$ cat src/rtl/roe_pkg.sv
// Shared types for the R.O.E pipeline decode/control/ALU.
// Encoding: instr = {op[2:0], fun2[1:0], low[INSTR_W-6:0]}; fun1 = fun2[0].
package roe_pkg;

    localparam int NUM_SETS = 4;
    localparam int SET_W    = $clog2(NUM_SETS);

    typedef enum logic [2:0] {
        OP_REG, OP_ARITH, OP_SHIFT, OP_SLT,
        OP_XOR, OP_AND, OP_OR, OP_HARD
    } op_code;

    typedef enum logic [1:0] {
        FN_LW, FN_SW, FN_BRANCH, FN_REDEF
    } func_code;

    typedef enum logic [3:0] {
        ALU_ADD, ALU_SUB, ALU_SHIFTL, ALU_SHIFTR, ALU_SLB,
        ALU_SLT, ALU_XOR, ALU_AND, ALU_OR
    } alu_op_t;

    typedef struct packed {
        logic [SET_W-1:0] set_read0;
        logic [SET_W-1:0] set_read1;
        logic [SET_W-1:0] set_write;
        logic             reg_imm;
        logic             reg_write_src;
        logic             mem_write;
        logic             mem_read;
        alu_op_t          alu_op;
        logic [1:0]       alu_src;
        logic             reg_write;
        logic             reg_read_write;
        logic             reg_write_read;
        logic             branch;
    } ctrl_t;

    typedef enum logic [1:0] {
        RUN, BUBBLE, FLUSH
    } dec_state_t;

endpackage

$ cat src/rtl/roe_decode_comb.sv
// Pure combinational decode: op/fun bits + window pointers -> ctrl_t.
// Ports: opf (op,fun2), ptr_r0/r1/w in; ctrl, is_redef, is_lw, is_branch out.
module roe_decode_comb
    import roe_pkg::*;
(
    input  logic [4:0]       opf,
    input  logic [SET_W-1:0] ptr_r0,
    input  logic [SET_W-1:0] ptr_r1,
    input  logic [SET_W-1:0] ptr_w,
    output ctrl_t            ctrl,
    output logic             is_redef,
    output logic             is_lw,
    output logic             is_branch
);

    op_code   op;
    func_code fn;
    logic     fun1;

    assign op   = op_code'(opf[4:2]);
    assign fn   = func_code'(opf[1:0]);
    assign fun1 = opf[0];

    always_comb begin
        ctrl           = '0;
        is_redef       = 1'b0;
        is_lw          = 1'b0;
        is_branch      = 1'b0;
        ctrl.set_read0 = ptr_r0;
        ctrl.set_read1 = ptr_r1;
        ctrl.set_write = ptr_w;
        unique case (op)
            OP_REG: begin
                ctrl.reg_write = 1'b1;
                ctrl.alu_src   = 2'b01;
                ctrl.alu_op    = ALU_SLB;
            end
            OP_ARITH, OP_SHIFT: begin
                ctrl.reg_imm        = 1'b1;
                ctrl.reg_read_write = 1'b1;
                ctrl.reg_write_read = 1'b1;
                ctrl.reg_write      = 1'b1;
                if (op == OP_ARITH)
                    ctrl.alu_op = fun1 ? ALU_SUB : ALU_ADD;
                else
                    ctrl.alu_op = fun1 ? ALU_SHIFTR : ALU_SHIFTL;
            end
            OP_SLT: begin
                ctrl.reg_write = 1'b1;
                ctrl.alu_op    = ALU_SLT;
            end
            OP_XOR: begin
                ctrl.reg_write = 1'b1;
                ctrl.alu_op    = ALU_XOR;
            end
            OP_AND: begin
                ctrl.reg_write = 1'b1;
                ctrl.alu_op    = ALU_AND;
            end
            OP_OR: begin
                ctrl.reg_write = 1'b1;
                ctrl.alu_op    = ALU_OR;
            end
            OP_HARD: begin
                unique case (fn)
                    FN_LW: begin
                        is_lw              = 1'b1;
                        ctrl.mem_read      = 1'b1;
                        ctrl.reg_write     = 1'b1;
                        ctrl.reg_write_src = 1'b1;
                        ctrl.alu_op        = ALU_ADD;
                    end
                    FN_SW: begin
                        ctrl.mem_write = 1'b1;
                        ctrl.alu_op    = ALU_ADD;
                    end
                    FN_BRANCH: begin
                        is_branch   = 1'b1;
                        ctrl.branch = 1'b1;
                        ctrl.alu_op = ALU_SUB;
                    end
                    FN_REDEF: begin
                        is_redef = 1'b1;
                    end
                endcase
            end
        endcase
    end

endmodule

$ cat src/rtl/roe_decode_stage.sv
// Registered decode stage: FSM (RUN/BUBBLE/FLUSH), window pointers, output reg.
// Ports: clk, rst_n, in_valid/in_ready/instr from fetch; out_valid/out_ready/ctrl_out to execute; flushing.
module roe_decode_stage
    import roe_pkg::*;
#(
    parameter int INSTR_W     = 9,
    parameter int FLUSH_SLOTS = 1,
    parameter int LOAD_BUBBLE = 1
) (
    input  logic               clk,
    input  logic               rst_n,
    input  logic               in_valid,
    output logic               in_ready,
    input  logic [INSTR_W-1:0] instr,
    output logic               out_valid,
    input  logic               out_ready,
    output ctrl_t              ctrl_out,
    output logic               flushing
);

    localparam logic [2:0] FLUSH_INIT = 3'(FLUSH_SLOTS);

    dec_state_t       state_q, state_d;
    logic [2:0]       flush_cnt_q, flush_cnt_d;
    logic [SET_W-1:0] ptr_r0_q, ptr_r0_d;
    logic [SET_W-1:0] ptr_r1_q, ptr_r1_d;
    logic [SET_W-1:0] ptr_w_q, ptr_w_d;
    logic             out_valid_q, out_valid_d;
    ctrl_t            ctrl_q, ctrl_d;
    logic             flushing_q, flushing_d;

    ctrl_t            dec_ctrl;
    logic             is_redef, is_lw, is_branch;
    logic             fire_in;
    logic [SET_W-1:0] redef_val;

    roe_decode_comb u_comb (
        .opf       (instr[INSTR_W-1 -: 5]),
        .ptr_r0    (ptr_r0_q),
        .ptr_r1    (ptr_r1_q),
        .ptr_w     (ptr_w_q),
        .ctrl      (dec_ctrl),
        .is_redef  (is_redef),
        .is_lw     (is_lw),
        .is_branch (is_branch)
    );

    assign redef_val = instr[SET_W-1:0];

    always_comb begin
        in_ready    = (state_q != BUBBLE) & (~out_valid_q | out_ready);
        fire_in     = in_valid & in_ready;
        state_d     = state_q;
        flush_cnt_d = flush_cnt_q;
        ptr_r0_d    = ptr_r0_q;
        ptr_r1_d    = ptr_r1_q;
        ptr_w_d     = ptr_w_q;
        ctrl_d      = ctrl_q;
        out_valid_d = out_valid_q & ~out_ready;
        unique case (state_q)
            RUN: begin
                if (fire_in) begin
                    if (is_redef) begin
                        unique case (instr[3:2])
                            2'b00: ptr_r0_d = redef_val;
                            2'b01: ptr_r1_d = redef_val;
                            2'b10: ptr_w_d  = redef_val;
                            2'b11: begin
                                ptr_r0_d = redef_val;
                                ptr_r1_d = redef_val;
                                ptr_w_d  = redef_val;
                            end
                        endcase
                    end else begin
                        out_valid_d = 1'b1;
                        ctrl_d      = dec_ctrl;
                        if (is_lw && LOAD_BUBBLE != 0) begin
                            state_d = BUBBLE;
                        end else if (is_branch && FLUSH_SLOTS > 0) begin
                            state_d     = FLUSH;
                            flush_cnt_d = FLUSH_INIT;
                        end
                    end
                end
            end
            BUBBLE: state_d = RUN;
            FLUSH: begin
                // Squashed slot: counts down only, no side effects.
                if (fire_in) begin
                    flush_cnt_d = flush_cnt_q - 3'd1;
                    if (flush_cnt_q <= 3'd1)
                        state_d = RUN;
                end
            end
            default: state_d = RUN;
        endcase
        flushing_d = (state_d == FLUSH);
    end

    always_ff @(posedge clk or negedge rst_n) begin
        if (!rst_n) begin
            state_q     <= RUN;
            flush_cnt_q <= '0;
            ptr_r0_q    <= '0;
            ptr_r1_q    <= '0;
            ptr_w_q     <= '0;
            out_valid_q <= 1'b0;
            ctrl_q      <= '0;
            flushing_q  <= 1'b0;
        end else begin
            state_q     <= state_d;
            flush_cnt_q <= flush_cnt_d;
            ptr_r0_q    <= ptr_r0_d;
            ptr_r1_q    <= ptr_r1_d;
            ptr_w_q     <= ptr_w_d;
            out_valid_q <= out_valid_d;
            ctrl_q      <= ctrl_d;
            flushing_q  <= flushing_d;
        end
    end

    assign out_valid = out_valid_q;
    assign ctrl_out  = ctrl_q;
    assign flushing  = flushing_q;

endmodule
$ cat config.mk
export PLATFORM = sky130hd
export DESIGN_NAME = roe_decode_stage
export DESIGN_NICKNAME = d
export VERILOG_FILES = /design/src/rtl/roe_pkg.sv /design/src/rtl/roe_decode_comb.sv /design/src/rtl/roe_decode_stage.sv
export SDC_FILE = /design/constraint.sdc
export NUM_CORES = 1
export LEC_CHECK = 0
export BUFFER_PORTS_ARGS = -buffer_cell sky130_fd_sc_hd__buf_2
export CORE_MARGIN = 5
export CORE_UTILIZATION = 47
export DETAILED_ROUTE_END_ITERATION = 12
export PLACE_DENSITY = 0.74
export SLEW_MARGIN = 40
export SYNTH_ARGS = -nofsm -noshare
export SYNTH_HDL_FRONTEND = slang
export SYNTH_SLANG_ARGS = --single-unit
$ cat constraint.sdc
create_clock -name clk -period 1.3 [get_ports clk]
set_input_delay 0.13 -clock clk [delete_from_list [all_inputs] [get_ports clk]]
set_output_delay 0.13 -clock clk [all_outputs]
set_load 0.05 [all_outputs]
== Word level (Yosys, flattened, before mapping) ==
Cells that the tools add are included.

* Add/subtract/negate cells: 1
* $lt $le $gt $ge: 1
* Equality and inequality tests: 21
* Multiplexer cells: 33
* Bitwise gates (word level): 7
* Reductions and logical operators: 15

{| class="wikitable"
|+ Operators by type and width
! operator !! number
|-
| $pmux 4 s7 || 1
|-
| $mux 3 || 6
|-
| $mux 1 || 15
|-
| $mux 2 || 7
|-
| $eq 2x2->1 const B || 6
|-
| $eq 3x3->1 const B || 4
|-
| $reduce_and 4->1 || 3
|-
| $ne 2x2->1 const B || 5
|-
| $reduce_or 2->1 || 4
|-
| $reduce_or 7->1 || 1
|-
| $eq 3x2->1 const B || 2
|-
| $logic_not 2->1 || 3
|-
| $pmux 3 s2 || 1
|-
| $reduce_and 6->1 || 1
|-
| $eq 2x1->1 const B || 2
|-
| $mux 4 || 1
|-
| $pmux 2 s2 || 1
|-
| $and 1x1->1 || 3
|-
| $eq 3x1->1 const B || 1
|-
| $le 3x1->1 const B || 1
|-
| $logic_not 3->1 || 1
|-
| $not 1->1 || 3
|-
| $reduce_and 3->1 || 1
|-
| $sub 3x1->3 const B || 1
|-
| 4 further kinds || 4
|}

* Flip-flop bits (word level): 33
* Bits of input ports: 13
* Output and inout port bits: 23
* Logic and storage cells: 98

== Logic depth before layout (Yosys ltp) ==
* Depth in word-level cells: 9
* Depth in mapped cells: 6
* Mapped depth without buffers: 5

== Hierarchy ==
From an unflattened synthesis, not the netlist that was laid out.

* Cells, all modules: 135
* Area, all modules: 1,755.4 sq um

{| class="wikitable"
|+ By module, submodules not included
! module !! times used !! cells an instance !! area an instance (sq um) !! sequential area each (sq um)
|-
| roe_decode_stage || 1 || 99 || 1,496.4 || 825.8
|-
| roe_decode_comb || 1 || 36 || 259.0 || 0.0
|}

== Worst setup path after synthesis ==
Ideal clock, no wire load.

* Path type: flip-flop to output port
* From: reg out_valid_q (netlist: out_valid)
* To: out in_ready
* Arrival time: 1,991 ps
* Required time: 1,170 ps
* Path slack: -821 ps
* Stages on the path, launching flop included: 4
* Buffers on the path: 1
* Cells stage by stage: dfrtp_1 > nand2b_1 > buf_4 > a21boi_0

* Longest elaborated chain between the ends: 3

{| class="wikitable"
|+ RTL lines
! element !! RTL line !! text
|-
| from (decl) || roe_decode_stage.sv:28 || <nowiki>logic out_valid_q, out_valid_d;</nowiki>
|-
| from (signal assigned) || roe_decode_stage.sv:116 || <nowiki>out_valid_q <= out_valid_d;</nowiki>
|-
| $not 1->1 || roe_decode_stage.sv:51 || <nowiki>in_ready = (state_q != BUBBLE) & (~out_valid_q | out_ready);</nowiki>
|-
| $or 1x1->1 || roe_decode_stage.sv:51 ||
|-
| $and 1x1->1 || roe_decode_stage.sv:51 ||
|-
| to (decl) || roe_decode_stage.sv:13 || <nowiki>output logic in_ready,</nowiki>
|}

Every way passes these cells.

== Worst setup path after layout ==
* From: reg state_q[0]
* To: reg ptr_w_q[1]

* Longest elaborated chain between the ends: 4

{| class="wikitable"
|+ RTL lines
! element !! RTL line !! text
|-
| from (decl) || roe_decode_stage.sv:23 || <nowiki>dec_state_t state_q, state_d;</nowiki>
|-
| from (signal assigned) || roe_decode_stage.sv:111 || <nowiki>state_q <= state_d;</nowiki>
|-
| $ne 2x1->1 || roe_decode_stage.sv:51 ||
|-
| $and 1x1->1 || roe_decode_stage.sv:51 ||
|-
| $and 1x1->1 || roe_decode_stage.sv:52 || <nowiki>fire_in = in_valid & in_ready;</nowiki>
|-
| $reduce_and 4->1 (no line) * || n/a ||
|-
| to (signal assigned) || roe_decode_stage.sv:115 || <nowiki>ptr_w_q <= ptr_w_d;</nowiki>
|-
| to (decl) || roe_decode_stage.sv:27 || <nowiki>logic [SET_W-1:0] ptr_w_q, ptr_w_d;</nowiki>
|}

Mark *: on every way between the ends. The rest lies on a longest branch, timed or not.
A chain may end at the register's enable or synchronous reset.

==> results.sh <==
export IMPL_status="complete, but fails checks"
export IMPL_violations="negative setup slack"
export IMPL_rsz0062_at_grt="true"
export IMPL_synthFlopType="dfrtp_1"
export IMPL_synth_net_count=148
export IMPL_vias=1172
export IMPL_cp_num_cells=4
export IMPL_die_w_um=66.0
export IMPL_clock_latency_ps=340
export IMPL_fillCellCount=266
export IMPL_vias_per_cell=5.16
export IMPL_start_kind="flop"
export IMPL_ys_ff_latch=29
export IMPL_place_gp_congestion=0.884
export IMPL_leakagePower_nw=0.970
export IMPL_async_flop_share=1.00
export IMPL_arrival_ps=1650
export IMPL_grt_max_degree=18
export IMPL_maxCapViolations=0
export IMPL_die_h_um=66.0
export IMPL_wl_per_cell_um=14.7
export IMPL_grt_use_total=0.179
export IMPL_max_stage_delay_ps=420
export IMPL_hold_path_cell_count=2
export IMPL_finalCritPeriodShare=1.09
export IMPL_grt_pass1_wl_um=5840
export IMPL_power_density_mw_per_mm2=2110
export IMPL_die_area_mm2=0.00436
export IMPL_cp_num_buf_inv=0
export IMPL_cts_root_buf="clkbuf_4"
export IMPL_drive_above_1_share=0.464
export IMPL_drv_slew=0
export IMPL_seqCellArea_um2=727
export IMPL_vdd_ir_drop_max_mv=1.09
export IMPL_yosysSeqAreaShare=0.492
export IMPL_path_clk_slew_ps=90
export IMPL_drc_errors=0
export IMPL_crit_family="simple AND/OR/NAND/NOR gates"
export IMPL_crit_fanout=6
export IMPL_fin_crit_ps=1420
export IMPL_drtPass1Iterations=4
export IMPL_tritoncts="done"
export IMPL_core_region_area_mm2=0.00303
export IMPL_cp_cell_sequence="nor2b_4 -> and3_4 -> o2111ai_4 -> mux2_4"
export IMPL_portBuffers=34
export IMPL_n_antenna_cell=0
export IMPL_grt_overflow=0
export IMPL_synth_area_per_cell_um2=11.4
export IMPL_nets=200
export IMPL_synthesis_area_mm2=0.00148
export IMPL_dp_hpwl_um=2530
export IMPL_clock_sinks=29
export IMPL_fin_ws_ps=-123
export IMPL_h_tree_depth=2
export IMPL_fmax_ghz=0.703
export IMPL_fin_setup_tns_ps=-1090
export IMPL_area_growth_pct=28.7
export IMPL_numCtsBuffers=5
export IMPL_start_util=0.488
export IMPL_rows=20
export IMPL_worstPathRequired_ps=1520
export IMPL_wirelength_um=3340
export IMPL_drt_antenna_violating_nets=0
export IMPL_multi_input_comb_area_um2=703
export IMPL_finalSetupViolations=18
export IMPL_fin_worst_skew_ps=7.69
export IMPL_worst_setup_path_end_kind="flop"
export IMPL_synth_cell_types=40
export IMPL_hold_class="input pin to flop"
export IMPL_yosysWarnings=0
export IMPL_synthCells=130
export IMPL_power_mw=4.01
export IMPL_synth_edf_count=0
export IMPL_hold_viol=0
export IMPL_antenna_found_initial=0
export IMPL_criticalPathCategory="flop to flop"
export IMPL_io_pins=36
export IMPL_grt_pass1_vias=1260
export IMPL_clockBufferDepth=2
export IMPL_slowest_stage="dfrtp_1"
export IMPL_worstRegToRegCells=4
export IMPL_initialDrtViolationCount=44
==> state kept, by name, summed over array words and instances, names as in the netlist <==
register / cells
ptr_r0_q: 2
ctrl_out: 16
out_valid: 1
flush_cnt_q: 3
ptr_r1_q: 2
ptr_w_q: 2
flushing: 1
state_q: 2
==> where the power goes <==
part / leakage (nW) / switching (mW) / internal (mW)
combinational: 0.567 / 1.43 / 0.679
sequential: 0.377 / 0.189 / 1.19
clock: 0.0265 / 0.307 / 0.215
total: 0.970 / 1.92 / 2.09
==> kinds of logic (layout without fill, tap and decap cells) <==
| family | after synthesis | in the layout | synth area share |
|---|---|---|---|
| adder cells (fa/ha/maj) | 5 | 5 | 0.0424 |
| other | 1 | 1 | 0.00254 |
| AND/OR/NAND/NOR | 38 | 38 | 0.143 |
| buffers and inverters | 16 | 69 | 0.0653 |
| flip-flops | 29 | 29 | 0.492 |
| AO/OA/AOI/OAI | 27 | 27 | 0.144 |
| multiplexers | 14 | 14 | 0.111 |
==> timing repair <==
| action | in CTS | in global routing |
|---|---|---|
| gates resized for setup | 10 | 4 |
| buffers inserted | 2 | 1 |
| cloned | 0 | 0 |
| endpoints found under the setup margin | 18 | 24 |
| pin swaps | 2 | 2 |
| hold buffers | 1 | 0 |
| endpoints found under the hold margin | 15 | 0 |
==> metal layers <==
metal | GRT usage | vias to the layer above | wire length (um)
li1 | - | 566 | -
met1 | 0.224 | 565 | 1430
met2 | 0.290 | 34 | 1640
met3 | 0.0527 | 7 | 194
met4 | 0.0685 | 0 | 72
met5 | 0 | - | 0
==> cells in the mapped netlist (all sizes together) (3+ instances only) <==
| cell | count | area [um2] |
|---|---|---|
| ha | 5 | 62.6 |
| and3 | 4 | 30.0 |
| mux2 | 13 | 154 |
| inv | 6 | 22.5 |
| nand3 | 5 | 25.0 |
| buf | 10 | 73.8 |
| nor2 | 8 | 30.0 |
| nor3 | 4 | 20.0 |
| nand2 | 8 | 32.5 |
| dfrtp | 29 | 726 |
| o21ai | 8 | 40.0 |
| o211ai | 3 | 22.5 |
==> area by class of cell <==
| type | count | share of cell area |
|---|---|---|
| Multi-Input combinational cell | 85 | 0.370 |
| Sequential cell | 29 | 0.382 |
| Clock buffer | 8 | 0.0257 |
| Tap cell | 44 | 0.0290 |
| Inverter | 6 | 0.0118 |
| Timing Repair Buffer | 55 | 0.181 |
==> worst paths after layout <==
kind	startpoint	to	slack [ps]
max in group asynchronous	rst_n	ctrl_out[13]$_DFFE_PN0P_	560
worst min register to register	ctrl_out[19]$_DFFE_PN0P_	ctrl_out[19]$_DFFE_PN0P_	500
min in group asynchronous	rst_n	ctrl_out[18]$_DFFE_PN0P_	240
worst min-delay path	instr[0]	ptr_r0_q[0]$_DFFE_PN0P_	50
worst max register to register	state_q[0]$_DFF_PN0_	ptr_w_q[1]$_DFFE_PN0P_	-120
worst max-delay path	state_q[0]$_DFF_PN0_	ptr_w_q[1]$_DFFE_PN0P_	-120
==> through the flow <==
stage / setup slack (ps) / std cells / util / cell area [um2] / hold WS (ps)
floorplan: -285 / 130 / - / 1490 / -166
detailed placement: -129 / 215 / 0.581 / 1760 / 77.6
finish: -123 / 227 / 0.628 / 1900 / 51.3
global route: -171 / 227 / 0.628 / 1900 / 47.2
global placement: -89.8 / 215 / 0.581 / 1760 / 61.8
CTS: -105 / 226 / 0.624 / 1890 / 43.9
==> placed cells by master (no fill, tap or decap), types with 2 or more instances in the layout <==
master / instances
a22o_1: 2
a2bb2oi_1: 2
and2_1: 2
and3_1: 2
and3_4: 2
buf_2: 33
buf_4: 18
buf_6: 3
clkbuf_1: 3
clkbuf_4: 5
dfrtp_1: 28
ha_1: 5
inv_1: 5
mux2_2: 11
mux2_4: 2
nand2_1: 7
nand3_1: 4
nor2_1: 8
nor3_1: 4
o211ai_1: 3
o21ai_0: 6
o21ai_1: 2
Power figures use the tool's default switching activity.
